--- src/rtl/ai_score_packer.sv ---
// Per-frame class score packer: accumulates saturating scores and minimum match
// distance per frame, then emits packed results no more often than every GUARD cycles.
module ai_score_packer #(
  parameter int GUARD = 10
) (
  input  logic        clk,
  input  logic        rst,
  input  logic        init,
  input  logic        in_valid,
  input  logic [2:0]  in_class,
  input  logic [7:0]  in_score,
  input  logic [23:0] in_dist,
  input  logic        frame_end,
  output logic [31:0] reg1,
  output logic [31:0] reg2,
  output logic [23:0] min,
  output logic        score_rdy,
  output logic        busy,
  output logic        overrun
);

  localparam int GW = (GUARD < 1) ? 1 : $clog2(GUARD + 1);

  typedef enum logic [1:0] {
    S_IDLE  = 2'd0,
    S_GUARD = 2'd1,
    S_PEND  = 2'd2
  } state_t;

  state_t         state;
  logic [7:0]     acc [8];
  logic [7:0]     acc_nxt [8];
  logic [23:0]    acc_min;
  logic [23:0]    min_nxt;
  logic [GW-1:0]  guard_cnt;
  logic [8:0]     sum;
  logic           pending;
  logic           emit;

  assign pending = (state == S_PEND);
  assign emit    = (guard_cnt == '0) && (frame_end || pending);
  assign busy    = (guard_cnt != '0) || pending;

  // Frame contents including this cycle's sample, so an emission can snapshot it.
  always_comb begin
    acc_nxt = acc;
    min_nxt = acc_min;
    sum     = 9'd0;
    if (in_valid) begin
      sum = {1'b0, acc[in_class]} + {1'b0, in_score};
      acc_nxt[in_class] = sum[8] ? 8'hFF : sum[7:0];
      if (in_dist < acc_min) begin
        min_nxt = in_dist;
      end else begin
        min_nxt = acc_min;
      end
    end else begin
      sum = 9'd0;
    end
  end

  always_ff @(posedge clk or posedge rst) begin
    if (rst) begin
      state     <= S_IDLE;
      acc       <= '{default: 8'h00};
      acc_min   <= 24'hFFFFFF;
      guard_cnt <= '0;
      overrun   <= 1'b0;
      reg1      <= 32'h0000_0000;
      reg2      <= 32'h0000_0000;
      min       <= 24'hFFFFFF;
      score_rdy <= 1'b0;
    end else if (init) begin
      state     <= S_IDLE;
      acc       <= '{default: 8'h00};
      acc_min   <= 24'hFFFFFF;
      guard_cnt <= '0;
      overrun   <= 1'b0;
      reg1      <= 32'h0000_0000;
      reg2      <= 32'h0000_0000;
      min       <= 24'hFFFFFF;
      score_rdy <= 1'b0;
    end else begin
      score_rdy <= 1'b0;
      if (frame_end && pending) begin
        overrun <= 1'b1;
      end
      if (emit) begin
        reg1      <= {acc_nxt[0], acc_nxt[1], acc_nxt[2], acc_nxt[3]};
        reg2      <= {acc_nxt[4], acc_nxt[5], acc_nxt[6], acc_nxt[7]};
        min       <= min_nxt;
        score_rdy <= 1'b1;
        acc       <= '{default: 8'h00};
        acc_min   <= 24'hFFFFFF;
        guard_cnt <= GW'(GUARD);
        state     <= S_GUARD;
      end else begin
        acc     <= acc_nxt;
        acc_min <= min_nxt;
        if (guard_cnt != '0) begin
          guard_cnt <= guard_cnt - GW'(1);
        end
        // A frame_end in IDLE always emits, so only GUARD has transitions here.
        case (state)
          S_IDLE:  state <= S_IDLE;
          S_GUARD: begin
            if (frame_end) begin
              state <= S_PEND;
            end else if (guard_cnt == GW'(1)) begin
              state <= S_IDLE;
            end
          end
          S_PEND:  state <= S_PEND;
          default: state <= S_IDLE;
        endcase
      end
    end
  end

endmodule

--- config.mk ---
export PLATFORM = sky130hd
export DESIGN_NAME = ai_score_packer
export DESIGN_NICKNAME = d
export VERILOG_FILES = /design/src/rtl/ai_score_packer.sv
export SDC_FILE = /design/constraint.sdc
export NUM_CORES = 1
export LEC_CHECK = 0
export BUFFER_PORTS_ARGS = -buffer_cell sky130_fd_sc_hd__buf_2
export CAP_MARGIN = 20
export CORE_MARGIN = 5
export CORE_UTILIZATION = 55
export CTS_CLUSTER_SIZE = 14
export DETAILED_ROUTE_END_ITERATION = 12
export PLACE_DENSITY = 0.78
export SLEW_MARGIN = 15
export SYNTH_ARGS = -nofsm -noshare
export SYNTH_HDL_FRONTEND = slang
export SYNTH_SLANG_ARGS = --single-unit
export TNS_END_PERCENT = 1
--- constraint.sdc ---
create_clock -name clk -period 16.7 [get_ports clk]
set_input_delay 1.67 -clock clk [delete_from_list [all_inputs] [get_ports clk]]
set_output_delay 1.67 -clock clk [all_outputs]
set_load 0.01 [all_outputs]
==> metrics.txt <==
outcome complete, no violations; worst r2r src acc[16]; crit end category flop; initial antenna violation count 0; gpl congestion 0.809; CP Class input port to flop; # rows 47; Combinational Power Share 0.252; Worst-Skew Late Latency 0.43 ns; Die W 139 um; top cells by area, synth dfrtp_1 37%, dfstp_2 14%, a21oi_1 5.7%; clock share of power 0.328; worst path required time 16.99 ns; die footprint 19300 um2; P_int approximately 900 uW; ys flop type dfrtp_1; H-tree depth 4; Max IR drop VDD 0.0000804 V; HPWL after DPL 15000 um; Worst Path Arrival 5.36 ns; Net Sw Power roughly 420 uW; PD cells about 120 nW/um2; drt via density roughly 6; CP startpoint kind input port; Final Cycle Share 0.304; largest net degree at the start of global routing 67; Post-Route WL 22600 um; Max-cap violations 0; Worst-path clk slew 0.07 ns; Syn Nets 987; CTS buffer count 17; initial DRC count 605; switching share of power 0.323; Placeable Area 16500 um2; Final Setup Violations 0; Post-synth EDFFs 0; Yosys warning count 0; number of global-route vias before repair ~7300; Final #Nets roughly 1100; Hold Startpoint reg1[3]; CTS tree built; Worst Setup SP in_class[0]; Multi-input gate area ~4000 um2; GRT overflow 0; drt pass-1 iters 5; effective utilization at floorplan 0.556; Layout Skew 0.0106 ns; Core Util, Final 0.645; first-pass GRT wire length 37000 um; Yosys cell types 51; vias 7389; Clock Tree Buf Depth 2; RSZ-0062 raised after global routing no; drt wl/cell between 15 and 20 um; Finished Layout Cells 1241; leading area contributor after synthesis dfrtp_1; post-CTS setup buffers 0; CTS sink count 184; LEAKAGE 0.00508 uW; share of layout cells above drive strength 1 0.263; Synth top area share 0.372; FF/Latch Area 4660 um2; CTS Hold Bufs 0; Fillers 1332; Yosys reg bits between 150 and 200; Worst Hold Class flop to flop; Synth Instances 910; Mean Syn Cell Area 10.1 um2; Post-Syn Area 9150 um2; CP Max Fanout 17; Buffers on Ports 130; worst-margin pin slew 0.986 ns; ANT nets after route 0; number of diodes 0; I/O Pins about 130; clock root buffer clkbuf_16; setup_tns 0 ns; fmax ~200 MHz; post_cts resized 0; final hold vios 0; crit path time final 5.07 ns; # DRC 0; gr usage total 0.235; die height 139 um; sequential area share after synthesis 0.510; fin. max-slew vios 0; ys async rst share 1.00; Max-slew headroom 0.342; Reg power frac 0.420; Synth-to-Final Area Change 16.1%; dpl cells approximately 1200
## cells in the mapped netlist (2+ instances only)
library cell / number
dfrtp_1: 136
nor2_1: 107
a21oi_1: 105
nand2_1: 68
clkbuf_1: 53
a31oi_1: 49
o21ai_0: 49
dfstp_2: 48
ha_1: 36
inv_1: 32
a211oi_1: 23
a22o_1: 23
and2_1: 22
a211o_1: 17
a21o_1: 16
mux4_2: 16
buf_2: 15
mux2_2: 9
o22ai_1: 9
o221ai_1: 8
mux2i_1: 7
nand2b_1: 7
nor3_1: 7
o21a_1: 6
o21ai_1: 5
xnor2_1: 4
buf_1: 3
nand3b_1: 3
or3_1: 3
and3_1: 2
nand3_1: 2
## critical path, stage by stage
cell and delay (ns):
buf_2 0.46, mux4_2 0.58, mux2_2 0.27, ha_1 0.22
fa_1 0.42, a21o_1 0.21, a21oi_2 0.27, o21ai_1 0.18
a211o_1 0.29, a2111oi_0 0.62, o41ai_1 0.16
## path summary, 6_finish.rpt
check                                to  slack [ns]  cells past startpoint
max                            reg2[22]       11.63                     11
min                             reg1[3]        0.47                      1
max reg2reg                    reg2[22]       13.04                     10
min reg2reg                     reg1[3]        0.47                      1
max in group asynchronous  guard_cnt[0]       13.45                      4
min in group asynchronous       reg2[6]        1.29                      2
## cell type report
type,instances,share of cell area
clock buffers,25,0.0528
flip-flops and latches,184,0.439
multi-input cells,623,0.388
clock inverters,7,0.00695
repair buffers,150,0.0754
inverters,32,0.0118
well taps,220,0.0259
## stage by stage
step	hold WS [ns]	cell area (um2)	setup slack (ns)	power, uW
floorplan	0.483	9150	10.11	775
global placement	0.455	9970	11.15	865
detailed placement	0.460	9980	11.17	874
CTS	0.475	10600	11.64	1300
global route	0.482	10600	11.42	1360
finish	0.469	10600	11.63	1290
## power groups by stage
| stage | clock, uW | combinational, uW | sequential [uW] |
|---|---|---|---|
| floorplan | 0 | 218 | 557 |
| global placement | 0 | 316 | 549 |
| detailed placement | 0 | 324 | 551 |
| CTS | 432 | 326 | 544 |
| global route | 448 | 363 | 550 |
| finish | 425 | 325 | 543 |
## layout by cell type (no fill, tap or decap), types with 8 or more instances in the layout
cell,instances
inv_1,31
nor2_1,105
o22ai_1,9
o221ai_1,8
buf_4,20
a22o_1,23
nand2_1,68
a21o_1,16
dfrtp_1,136
a211oi_1,22
o21ai_0,49
a21oi_1,105
ha_1,36
dfstp_2,48
a31oi_1,49
clkbuf_16,21
mux4_2,16
and2_1,22
a211o_1,17
buf_2,130
mux2_2,9
## registers in the layout (all words and copies together), names as in the netlist
register   cells
score_rdy      1
acc_min       24
reg1          32
overrun        1
state          2
reg2          32
acc           64
min           24
guard_cnt      4
## routing by layer
metal	share of wire	track usage	up-vias
met5	0	0	-
met4	0.019	0.0742	0
met3	0.064	0.0514	32
met2	0.49	0.386	249
met1	0.43	0.315	3643
li1	-	-	3465
## kinds of logic (layout without fill, tap and decap cells)
group	count (synthesis)	count (layout)	share of synthesized area
DFF	184	184	0.510
AOI/OAI and AO/OA	321	321	0.222
and+or+nand+nor	228	228	0.109
xor gates and xnor gates	5	5	0.00479
buffers and inverters	103	214	0.0443
adders and majority gates	37	37	0.0514
muxes	32	32	0.0581
Note: power is estimated with default switching activity, not from simulation.
